**src/rtl/sprite_layer_renderer.sv**
```systemverilog
// Multi-sprite layer for the VGA colour path: shadow/active slot banks, priority hit test,
// ROM address generation and transparency keying. `SPRITE_MIRROR_EN adds per-slot horizontal flip.
module sprite_layer_renderer #(
  parameter int          NUM_SPRITES     = 4,
  parameter int          SPR_W           = 128,
  parameter int          SPR_H           = 208,
  parameter int          FRAMES          = 4,
  parameter int          ADDR_W          = 17,
  parameter logic [23:0] TRANSPARENT_KEY = 24'hFF00FF,
  parameter logic [23:0] BG_COLOR        = 24'h000000,
  localparam int         IDX_W           = (NUM_SPRITES > 1) ? $clog2(NUM_SPRITES) : 1,
  localparam int         FRM_W           = (FRAMES > 1) ? $clog2(FRAMES) : 1
) (
  input  logic              clk,
  input  logic              reset,
  input  logic [9:0]        DrawX,
  input  logic [9:0]        DrawY,
  input  logic              pix_valid,
  input  logic              frame_commit,
  input  logic              wr_en,
  input  logic [IDX_W-1:0]  wr_idx,
  input  logic [9:0]        wr_x,
  input  logic [9:0]        wr_y,
  input  logic [FRM_W-1:0]  wr_frame,
  input  logic              wr_enable,
`ifdef SPRITE_MIRROR_EN
  input  logic              wr_flip,
`endif
  output logic [ADDR_W-1:0] rom_addr,
  input  logic [23:0]       rom_data,
  output logic [7:0]        Red,
  output logic [7:0]        Green,
  output logic [7:0]        Blue,
  output logic              hit,
  output logic              out_valid
);

  typedef struct packed {
    logic [9:0]       x;
    logic [9:0]       y;
    logic [FRM_W-1:0] frame;
    logic             en;
`ifdef SPRITE_MIRROR_EN
    logic             flip;
`endif
  } slot_t;

  slot_t shadow_q [NUM_SPRITES];
  slot_t shadow_d [NUM_SPRITES];
  slot_t active_q [NUM_SPRITES];
  slot_t active_d [NUM_SPRITES];

  logic [NUM_SPRITES-1:0] slot_hit;
  logic [10:0]            dx_all [NUM_SPRITES];
  logic [10:0]            dy_all [NUM_SPRITES];
  logic                   any_hit;
  logic [IDX_W-1:0]       sel_idx;
  logic [10:0]            sel_dx;
  logic [ADDR_W-1:0]      addr_calc;

  logic              s1_valid_q, s1_valid_d;
  logic              s1_hit_q, s1_hit_d;
  logic [ADDR_W-1:0] rom_addr_q, rom_addr_d;
  logic              s2_valid_q, s2_valid_d;
  logic              s2_hit_q, s2_hit_d;
  logic [7:0]        red_q, red_d;
  logic [7:0]        green_q, green_d;
  logic [7:0]        blue_q, blue_d;
  logic              hit_q, hit_d;
  logic              out_valid_q, out_valid_d;

  // The commit sees this cycle's write because it copies the already-merged shadow_d.
  always_comb begin
    shadow_d = shadow_q;
    if (wr_en && (int'(wr_idx) < NUM_SPRITES)) begin
      shadow_d[wr_idx].x     = wr_x;
      shadow_d[wr_idx].y     = wr_y;
      shadow_d[wr_idx].frame = wr_frame;
      shadow_d[wr_idx].en    = wr_enable;
`ifdef SPRITE_MIRROR_EN
      shadow_d[wr_idx].flip  = wr_flip;
`endif
    end
    if (frame_commit) begin
      active_d = shadow_d;
    end else begin
      active_d = active_q;
    end
  end

  // 11-bit compares so sprites overhanging the right/bottom edge clip instead of wrapping.
  always_comb begin
    slot_hit = '0;
    for (int i = 0; i < NUM_SPRITES; i++) begin
      dx_all[i]   = {1'b0, DrawX} - {1'b0, active_q[i].x};
      dy_all[i]   = {1'b0, DrawY} - {1'b0, active_q[i].y};
      slot_hit[i] = active_q[i].en &&
                    ({1'b0, DrawX} >= {1'b0, active_q[i].x}) &&
                    ({1'b0, DrawX} <  ({1'b0, active_q[i].x} + 11'(SPR_W))) &&
                    ({1'b0, DrawY} >= {1'b0, active_q[i].y}) &&
                    ({1'b0, DrawY} <  ({1'b0, active_q[i].y} + 11'(SPR_H)));
    end
  end

  always_comb begin
    any_hit = 1'b0;
    sel_idx = '0;
    for (int i = NUM_SPRITES - 1; i >= 0; i--) begin
      if (slot_hit[i]) begin
        any_hit = 1'b1;
        sel_idx = IDX_W'(i);
      end
    end
  end

  always_comb begin
    sel_dx = dx_all[sel_idx];
`ifdef SPRITE_MIRROR_EN
    if (active_q[sel_idx].flip) begin
      sel_dx = 11'(SPR_W - 1) - dx_all[sel_idx];
    end
`endif
    addr_calc = ADDR_W'(active_q[sel_idx].frame) * ADDR_W'(SPR_W * SPR_H) +
                ADDR_W'(dy_all[sel_idx]) * ADDR_W'(SPR_W) +
                ADDR_W'(sel_dx);
  end

  always_comb begin
    s1_valid_d  = pix_valid;
    s1_hit_d    = any_hit;
    rom_addr_d  = any_hit ? addr_calc : rom_addr_q;
    s2_valid_d  = s1_valid_q;
    s2_hit_d    = s1_hit_q;
    out_valid_d = s2_valid_q;
    red_d       = 8'd0;
    green_d     = 8'd0;
    blue_d      = 8'd0;
    hit_d       = 1'b0;
    if (s2_valid_q) begin
      if (!s2_hit_q || (rom_data == TRANSPARENT_KEY)) begin
        {red_d, green_d, blue_d} = BG_COLOR;
      end else begin
        {red_d, green_d, blue_d} = rom_data;
        hit_d                    = 1'b1;
      end
    end
  end

  always_ff @(posedge clk) begin
    if (reset) begin
      for (int i = 0; i < NUM_SPRITES; i++) begin
        shadow_q[i] <= '0;
        active_q[i] <= '0;
      end
      s1_valid_q  <= 1'b0;
      s1_hit_q    <= 1'b0;
      rom_addr_q  <= '0;
      s2_valid_q  <= 1'b0;
      s2_hit_q    <= 1'b0;
      red_q       <= 8'd0;
      green_q     <= 8'd0;
      blue_q      <= 8'd0;
      hit_q       <= 1'b0;
      out_valid_q <= 1'b0;
    end else begin
      shadow_q    <= shadow_d;
      active_q    <= active_d;
      s1_valid_q  <= s1_valid_d;
      s1_hit_q    <= s1_hit_d;
      rom_addr_q  <= rom_addr_d;
      s2_valid_q  <= s2_valid_d;
      s2_hit_q    <= s2_hit_d;
      red_q       <= red_d;
      green_q     <= green_d;
      blue_q      <= blue_d;
      hit_q       <= hit_d;
      out_valid_q <= out_valid_d;
    end
  end

  assign rom_addr  = rom_addr_q;
  assign Red       = red_q;
  assign Green     = green_q;
  assign Blue      = blue_q;
  assign hit       = hit_q;
  assign out_valid = out_valid_q;

endmodule

```
**config.mk**
```make
export PLATFORM = sky130hd
export DESIGN_NAME = sprite_layer_renderer
export DESIGN_NICKNAME = d
export VERILOG_FILES = /design/src/rtl/sprite_layer_renderer.sv
export SDC_FILE = /design/constraint.sdc
export NUM_CORES = 1
export LEC_CHECK = 0
export ABC_CLOCK_PERIOD_IN_PS = 8300
export CAP_MARGIN = 40
export CORE_MARGIN = 2
export CORE_UTILIZATION = 40
export DETAILED_ROUTE_END_ITERATION = 8
export PLACE_DENSITY_LB_ADDON = 0.2
export SLEW_MARGIN = 25
export SYNTH_ARGS = -nofsm -noshare
export SYNTH_HDL_FRONTEND = slang
export SYNTH_SLANG_ARGS = --single-unit
```
**constraint.sdc**
```tcl
create_clock -name clk -period 8.3 [get_ports clk]
set_clock_uncertainty 0.05 [all_clocks]
set_input_delay 2.075 -clock clk [delete_from_list [all_inputs] [get_ports clk]]
set_output_delay 2.075 -clock clk [all_outputs]
set_load 0.005 [all_outputs]
```
Word-level counts from Yosys, hierarchy flattened
Index checks and enable logic that the tools add are counted.
{"block": "classes", "eq_ne": 1, "n_reduce_logical": 21, "add_sub_neg": 18, "n_bitwise": 3, "n_mul": 1, "mux": 31, "magnitude_cmp": 19}
{"op": "$bwmux W92", "count": 4}
{"op": "$demux W23 S2", "count": 4}
{"op": "$mux W92", "count": 1}
{"op": "$add A10 B8 Y11 const B", "count": 8}
{"op": "$lt A10 B11 Y1", "count": 8}
{"op": "$sub A10 B10 Y11", "count": 8}
{"op": "$ge A10 B10 Y1", "count": 8}
{"op": "$bmux W23 S2", "count": 1}
{"op": "$bmux W11 S2", "count": 2}
{"op": "$eq A24 B24 Y1 const B", "count": 1}
{"op": "$mux W23", "count": 1}
{"op": "$mux W11", "count": 2}
{"op": "$mux W10", "count": 2}
{"op": "$add A17 B11 Y17", "count": 1}
{"op": "$add A17 B17 Y17", "count": 1}
{"op": "$logic_and A1 B1 Y1", "count": 17}
{"op": "$mux W13", "count": 1}
{"op": "$mux W3", "count": 3}
{"op": "$mux W2", "count": 4}
{"op": "$ge A3 B3 Y1 const B", "count": 2}
{"op": "$mul A2 B4 Y6 const B", "count": 1}
{"op": "$mux W1", "count": 6}
{"op": "$not A2 Y3", "count": 2}
{"op": "$lt A3 B1 Y1 const B", "count": 1}
{"op": "5 further kinds", "count": 5}
{"block": "totals", "ff_bits": 231, "in_bits": 74}

Depth between registers and ports, before layout
Gate-level depths: netlist of run 1.
{"block": "logic_depth", "depth_word": 16, "depth_mapped": 30, "ltp_nobuf": 27}

Worst setup path after synthesis of run 1
Ideal clock, no wire load.
{"block": "synth_timing", "path_kind": "input -> register", "startpoint": "in DrawX[2]", "endpoint": "reg rom_addr_q[16], in the netlist rom_addr[16]", "arrival_time_ns": 6.537, "stages": 22, "slack_ns": 1.628, "cell_sequence": "ha_1 -> a21oi_2 -> a21oi_1 -> or3_4 -> a2111oi_4 -> o311ai_2 -> nor2b_4 -> or3_1 -> buf_2 -> mux2_4 -> mux2i_1 -> ha_1 -> a21o_1 -> a21oi_1 -> o21ai_0 -> a2111oi_0 -> nor3_1 -> a21o_1 -> a21oi_1 -> xnor2_1 -> xnor2_1 -> a211oi_1"}
{"block": "synth_between", "elab_chain_len": 16, "elab_cells_between_ends": 49}
{"item": "start: declaration", "line_no": "16", "rtl": "input logic [9:0] DrawX,"}
{"item": "$ge A10 B10 Y1", "line_no": "98", "rtl": "({1'b0, DrawX} >= {1'b0, active_q[i].x}) &&"}
{"item": "$logic_and A1 B1 Y1", "line_no": "97", "rtl": "slot_hit[i] = active_q[i].en &&"}
{"item": "$logic_and A1 B1 Y1", "line_no": "98"}
{"item": "$logic_and A1 B1 Y1", "line_no": "99", "rtl": "({1'b0, DrawX} < ({1'b0, active_q[i].x} + 11'(SPR_W))) &&"}
{"item": "$logic_and A1 B1 Y1", "line_no": "100", "rtl": "({1'b0, DrawY} >= {1'b0, active_q[i].y}) &&"}
{"item": "$mux W2 (4 in series)", "line_no": "109", "rtl": "if (slot_hit[i]) begin"}
{"item": "$not A2 Y3 (not written as such)", "line_no": "117, 123, 124"}
{"item": "$bmux W23 S2", "line_no": "123", "rtl": "addr_calc = ADDR_W'(active_q[sel_idx].frame) * ADDR_W'(SPR_W * SPR_H) +"}
{"item": "$mux W3 (not written as such) (2 in series)", "line_no": "123"}
{"item": "$mul A2 B4 Y6", "line_no": "123"}
{"item": "$add A17 B17 Y17", "line_no": "123"}
{"item": "$add A17 B11 Y17", "line_no": "124", "rtl": "ADDR_W'(dy_all[sel_idx]) * ADDR_W'(SPR_W) +"}
{"item": "end signal: assignment", "line_no": "170", "rtl": "rom_addr_q <= rom_addr_d;"}
{"item": "end: declaration", "line_no": "63", "rtl": "logic [ADDR_W-1:0] rom_addr_q, rom_addr_d;"}
Parallel ways exist; a longest one is shown, timed or not. The select of a mux whose other input is x is not followed.
A chain may end at the register's enable or synchronous reset.

Worst setup path in the final report of run 1
{"block": "layout_timing", "startpoint": "in DrawY[1]", "endpoint": "reg rom_addr_q[16], in the netlist rom_addr[16]"}
{"block": "layout_between", "elab_chain_len": 14, "elab_cells_between_ends": 41}
{"item": "start: declaration", "line_no": "17", "rtl": "input logic [9:0] DrawY,"}
{"item": "$ge A10 B10 Y1", "line_no": "100"}
{"item": "$logic_and A1 B1 Y1", "line_no": "99"}
{"item": "$logic_and A1 B1 Y1", "line_no": "100"}
{"item": "$mux W2 (4 in series)", "line_no": "109"}
{"item": "$not A2 Y3 (not written as such)", "line_no": "117, 123, 124"}
{"item": "$bmux W23 S2", "line_no": "123"}
{"item": "$mux W3 (not written as such) (2 in series)", "line_no": "123"}
{"item": "$mul A2 B4 Y6", "line_no": "123"}
{"item": "$add A17 B17 Y17", "line_no": "123"}
{"item": "$add A17 B11 Y17", "line_no": "124"}
Parallel ways exist; a longest one is shown, timed or not. The select of a mux whose other input is x is not followed.

==> results of run 1 <==
-- worst max-delay path: cells and delay by family --
kind,cells,cell delay (ns)
multiplexers,2,0.63
AO/OA/AOI/OAI,12,3.38
buffers and inverters,1,0.63
XOR/XNOR,2,0.25
AND/OR/NAND/NOR,3,0.53
adder cells (fa/ha/maj),2,0.60
-- placed cells by master, fill, tap and decap left out, types with 18 or more instances in the layout --
cell / synthesis / final
nor3_1: 22 / 22
nor2_1: 239 / 239
a21oi_1: 86 / 86
and2_1: 26 / 26
xor2_1: 21 / 21
dfxtp_1: 231 / 231
nor2b_1: 18 / 18
mux2i_1: 114 / 114
a211oi_1: 115 / 115
buf_4: 2 / 20
clkdlybuf4s50_1: 0 / 114
nand2_1: 40 / 40
clkbuf_16: 0 / 27
a21o_1: 36 / 36
ha_1: 135 / 135
o21ai_0: 37 / 37
inv_1: 111 / 111
xnor2_1: 65 / 65
-- cell families after synthesis --
logic type | count (synthesis) | share of synthesized area
adder cells (fa/ha/maj) | 144 | 0.1383
buffers and inverters | 177 | 0.05164
XOR/XNOR | 86 | 0.05571
flip-flops | 231 | 0.3420
multiplexers | 118 | 0.08828
AO/OA/AOI/OAI | 362 | 0.1846
AND/OR/NAND/NOR | 412 | 0.1395
-- per-layer routing --
| layer | up-vias | track usage | routed length [um] |
|---|---|---|---|
| li1 | 5595 | - | - |
| met1 | 5080 | 0.3192 | 19810 |
| met2 | 260 | 0.3026 | 14850 |
| met3 | 61 | 0.02976 | 1825 |
| met4 | 0 | 0.06723 | 1095 |
| met5 | - | 0 | 0 |
-- per-stage QoR --
| step | util | cell area, um^2 | std cells |
|---|---|---|---|
| 6_report | 0.4791 | 16020 | 2096 |
| 5_1_grt | 0.4791 | 16020 | 2096 |
| 4_1_cts | 0.4782 | 16000 | 2095 |
| 3_5_place_dp | 0.4533 | 15160 | 2049 |
| 3_3_place_gp | 0.4517 | 15110 | 2047 |
| 2_1_floorplan | - | 13520 | 1530 |
-- state kept, by name, summed over array words and instances, names as in the netlist --
signal       flops
active_q        92
shadow_q        92
rom_addr        17
Blue             8
Green            8
Red              8
hit              1
out_valid        1
out_valid_d      1
s1_hit_q         1
s1_valid_q       1
s2_hit_q         1
-- worst max-delay path by stage --
stage                     slack, ns     start                   endpoint
after floorplan                1.63  DrawX[2]  rom_addr[16]$_SDFFE_PP0P_
after global placement         0.30  DrawY[1]  rom_addr[16]$_SDFFE_PP0P_
after detailed placement       0.18  DrawY[1]  rom_addr[16]$_SDFFE_PP0P_
after CTS                      0.69  DrawY[1]  rom_addr[16]$_SDFFE_PP0P_
after global routing           0.22  DrawY[1]  rom_addr[16]$_SDFFE_PP0P_
final                          0.59  DrawY[1]  rom_addr[16]$_SDFFE_PP0P_
-- where the power goes --
group / leakage, nW / total (mW) / internal [mW] / switching (mW)
Clock: 0.400 / 1.11 / 0.656 / 0.452
Sequential: 1.89 / 1.20 / 1.16 / 0.0370
Combinational: 4.53 / 0.749 / 0.329 / 0.421
-- area by class of cell --
cell class | count | area (um^2)
well taps | 448 | 560.5
flip-flops and latches | 231 | 4624
inverters | 111 | 416.7
fillers | 3232 | 17420
clock buffers | 41 | 798.3
clock inverters | 5 | 36.28
repair buffers | 138 | 1385
multi-input cells | 1122 | 8203
==> results.toml, run 1 <==
[timing]
hold_ws_ns = 0.3879
hold_viol = 0
setup_viol = 0
fmax_mhz = 129.7
period_share = 0.9289
slew_viol_final = 0
period_minus_slack_ns = 7.710
worstMarginPinSlew_ns = 0.7678
rsz0062_at_grt = "no"
relSlewSlack = 0.4881
setup_tns_ns = 0
setup_ws_ns = 0.5903

[floorplanning]
die_h_um = 187.9
die_w_um = 187.9
core_um2 = 33450
design.die.area_um2 = 35290
initial_utilization = 0.4042
io_pins = 117
fp-row-count = 67

[worst_setup_path]
reg2reg_setup_slack_ns = 2.15
crit_path_max_fanout = 13
end_kind = "flip-flop"
arrival_ns = 8.11
crit_required_ns = 8.70
r2r-start = "active_q[53]$_SDFFE_PP0P_"
critPathKind = "input pin to flip-flop"
r2r_cells = 23
cpMaxStageDelayCell = "a2111oi_0"
r2r_end = "rom_addr[16]$_SDFFE_PP0P_"
start_kind = "input pin"
slowest_delay_ns = 0.66
path_cells = "clkdlybuf4s50_1 > ha_1 > nor2b_1 > o31a_1 > a2111oi_0 > o22a_1 > o311ai_2 > nor2_1 > o21ba_2 > mux2i_1 > mux2i_1 > ha_1 > a21o_1 > a21oi_1 > o21ai_0 > a2111oi_0 > nor3_1 > a21o_1 > a21oi_1 > xnor2_1 > xnor2_1 > a211oi_1"

[cts]
cts-root-buf = "clkbuf_16"
cts_tree = "done"
clkSinkCount = 231
hold_buffers = 0
cts_resized = 0
clock_latency_ns = 0.55
htree_levels = 1
clockBufferDepth = 3
path_clk_slew_ns = 0.06
cts_setup_buffers = 0
cts_buffers = 26

[yosys]
yosys.cell_count.top_type = "nor2_1"
syn_area_per_cell_um2 = 8.837
synthTopCellsByCount = "239 x nor2_1, 231 x dfxtp_1, 135 x ha_1, 115 x a211oi_1, 114 x mux2i_1"
synth_top_area_share = 0.3420
synth_area_leaders = "dfxtp_1 34%, ha_1 12%, mux2i_1 8.4%, nor2_1 6.6%, a211oi_1 6.4%"
synth_cells = 1530
yosys_register_bits = 231
synth_nets = 1748
yosysSeqAreaShare = 0.3420
synth_warnings = 0
synth_ff_type = "dfxtp_1"
synthArstFlopShare = 0
synthesis.area_um2 = 13520
yosysUniqueCellTypes = 79
yosys.area.top_type = "dfxtp_1"
synth_edf_count = 0

[route]
route.detailed.drc = 0
drtIter0Drc = 632
avgRoutedWirePerCell_um = 17.93
ant_nets = 0
vias = 11000
firstDrtPassIters = 5
wl_um = 37580
vias_per_cell = 5.246

[global_routing]
antenna_found_initial = 0
grt_max_degree = 102
overflow = 0
grt_pass1_vias = 10550
grt_pass1_wl_um = 58590
grt_use_total = 0.2101

[run]
maxCapViolCount = 0

[place]
dp_hpwl_um = 29260
finalWeightedCongestion = 0.9129
port_buffers = 116
detailedPlace.worstSlack_ns = 0.1834

[finish]
drive_gt1_frac = 0.05036
areaGrowthSynthToFinish_pct = 18.52
antenna_cells = 0
fin_nets = 1848

[hold_path]
min_path_type = "flip-flop to flip-flop"
hold_depth = 1
hp-start = "s1_valid_q$_SDFF_PP0_"
min_to = "out_valid_d$_SDFF_PP0_"

[pwr]
p_leak_nw = 6.817
vdd_drop_max_mv = 0.1445
p_per_area_nw_per_um2 = 190.5
power_mw = 3.052

[status]
outcome = "finished clean"
Power figures use the tool's default switching activity.
==> run 2, diff against run 1 <==
- ABC_CLOCK_PERIOD_IN_PS: 8300 -> 7150
- CAP_MARGIN: 40 -> not set
- clock period: 8.3 -> 7.15 ns (I/O delays scaled with it)
==> run 2 against run 1 <==
Non-clock buffer count up 109. Clock power increased by 9.9%. Combinational power grew 29%. Power rose by 17%. Global-route usage is 0.87 points higher. Register-to-register slack worse by 0.63 ns. Sequential power up 16%. First-iteration DRC count up 3.5%. Largest cell class unchanged.
==> results.toml, run 2 (synthesized netlist as in run 1, its figures left out) <==
[finish]
antenna_cells = 0
postLayoutCellArea_um2 = 16710
areaGrowthSynthToFinish_pct = 23.63
finish.utilization = 0.4997
nFillCells = 3161
fin_nets = 1956
drive_gt1_frac = 0.1078
layout_commonest_cell = "nor2_1"
stdcell_count = 2202
layout_common_cells = "239 x nor2_1, 231 x dfxtp_1, 135 x ha_1"

[global_routing]
overflow = 0
grt_max_degree = 116
grt_use_total = 0.2189
antenna_found_initial = 0
grt_pass1_wl_um = 61150
grt_pass1_vias = 10860

[worst_setup_path]
critPathBufInv = 1
reg2reg_setup_slack_ns = 1.52
crit_family = "compound AO/OA/AOI/OAI gates"
slowest_delay_ns = 0.57
crit_required_ns = 7.54
crit_path_max_fanout = 5
start_kind = "input pin"
path_cells = "clkdlybuf4s50_1 > ha_1 > nor2b_1 > o31a_1 > a2111oi_0 > o22a_1 > o311ai_2 > nor2b_4 > or3_1 > mux2_4 > mux2i_1 > ha_1 > a21o_1 > a21oi_1 > o21ai_0 > a2111oi_0 > nor3_1 > a21o_1 > a21oi_1 > xnor2_1 > xnor2_1 > a211oi_1"
arrival_ns = 7.20
r2r-start = "active_q[76]$_SDFFE_PP0P_"
cpMaxStageDelayCell = "a2111oi_0"
cp-startpoint = "DrawY[1]"
critPathKind = "input pin to flip-flop"
crit_end = "rom_addr[16]$_SDFFE_PP0P_"
r2r_end = "rom_addr[16]$_SDFFE_PP0P_"
path_depth = 22
end_kind = "flip-flop"
r2r_cells = 25

[pwr]
power_mw = 3.571
vdd_drop_max_mv = 0.1484
p_per_area_nw_per_um2 = 213.7
p_leak_nw = 7.305

[place]
finalWeightedCongestion = 0.9128
port_buffers = 116
placedInstanceArea_um2 = 15950
dp_hpwl_um = 30800
detailedPlace.worstSlack_ns = -0.1301
dpl.cell_count = 2159

[status]
outcome = "finished clean"

[timing]
setup_viol = 0
worstMarginPinSlew_ns = 0.8159
hold_ws_ns = 0.3846
hold_viol = 0
relSlewSlack = 0.4560
setup_tns_ns = 0
fmax_mhz = 146.8
period_minus_slack_ns = 6.810
rsz0062_at_grt = "no"
slew_viol_final = 0
setup_ws_ns = 0.3402
period_share = 0.9524

[cts]
cts_buffers = 25
path_clk_slew_ns = 0.06
clock_latency_ns = 0.53
cts_tree = "done"
cts_setup_buffers = 0
cts-root-buf = "clkbuf_16"
htree_levels = 1
clockBufferDepth = 3
hold_buffers = 0
clkSinkCount = 231
cts_resized = 0

[route]
avgRoutedWirePerCell_um = 17.71
vias_per_cell = 5.180
wl_met2_um = 16020
wl_met1_um = 20040
vias = 11410
route.detailed.drc = 0
top_layer = "met4"
ant_nets = 0
wl_um = 39010
drtIter0Drc = 654
firstDrtPassIters = 5
met3WireLength_um = 2038

[floorplanning]
fp-row-count = 67
initial_utilization = 0.4042
die_w_um = 187.9
core_um2 = 33450
die_h_um = 187.9
io_pins = 117
design.die.area_um2 = 35290

[run]
maxCapViolCount = 0

[hold_path]
min_path_type = "flip-flop to flip-flop"
run 2: cell types whose count changed in the layout (fill, tap and decap cells not counted), sizes merged:
| cell | previous run | this run |
|---|---|---|
| inv | 111 | 113 |
| clkinv | 2 | 6 |
| bufinv | 0 | 1 |
| clkinvlp | 3 | 0 |
| clkbuf | 41 | 34 |
| buf | 24 | 133 |
run 2: area by class of cell:
class                   instances  area [um^2]  area share
clock inverters                 9        80.08    0.004791
well taps                     448        560.5     0.03354
repair buffers                247         2151      0.1287
flip-flops and latches        231         4624      0.2767
inverters                     111        416.7     0.02493
clock buffers                  34        679.4     0.04065
multi-input cells            1122         8203      0.4908
run 2: power breakdown:
part / switching, mW / internal, mW / total (mW)
logic: 0.509 / 0.457 / 0.966
clock network: 0.517 / 0.700 / 1.22
registers: 0.0433 / 1.34 / 1.39
total: 1.07 / 2.50 / 3.57
run 2: how the worst min path moves through the flow:
stage	start	endpoint	slack [ns]	depth (start not counted)
4_1_cts	s1_hit_q$_SDFF_PP0_	s2_hit_q$_SDFF_PP0_	0.39	1
3_3_place_gp	s1_valid_q$_SDFF_PP0_	out_valid_d$_SDFF_PP0_	0.37	1
2_1_floorplan	s1_valid_q$_SDFF_PP0_	out_valid_d$_SDFF_PP0_	0.36	1
6_report	s1_hit_q$_SDFF_PP0_	s2_hit_q$_SDFF_PP0_	0.38	1
5_1_grt	s1_valid_q$_SDFF_PP0_	out_valid_d$_SDFF_PP0_	0.40	1
3_5_place_dp	s1_hit_q$_SDFF_PP0_	s2_hit_q$_SDFF_PP0_	0.37	1
run 2: per-layer routing:
layer / up-vias / track usage
met1: 5265 / 0.3290
met5: - / 0
met4: 0 / 0.05512
met2: 275 / 0.3252
met3: 46 / 0.03257
li1: 5820 / -
run 2: worst reg2reg max path: stages (launching register included):
cell and delay [ns]:
dfxtp_1 0.51, ha_1 0.24, xor2_1 0.16, ha_1 0.26, and2_1 0.18, or4_1 0.41, o2111ai_1 0.21, a21oi_1 0.14
a211o_1 0.26, a211oi_2 0.20, or3_1 0.25, buf_4 0.24, nor2_1 0.07, a211oi_1 0.20, a21oi_1 0.07, ha_1 0.22
a21o_1 0.16, a21oi_1 0.18, o21ai_0 0.13, a2111oi_0 0.45, nor3_1 0.14, a21o_1 0.19, a21oi_1 0.17, xnor2_1 0.16
xnor2_1 0.08, a211oi_1 0.22
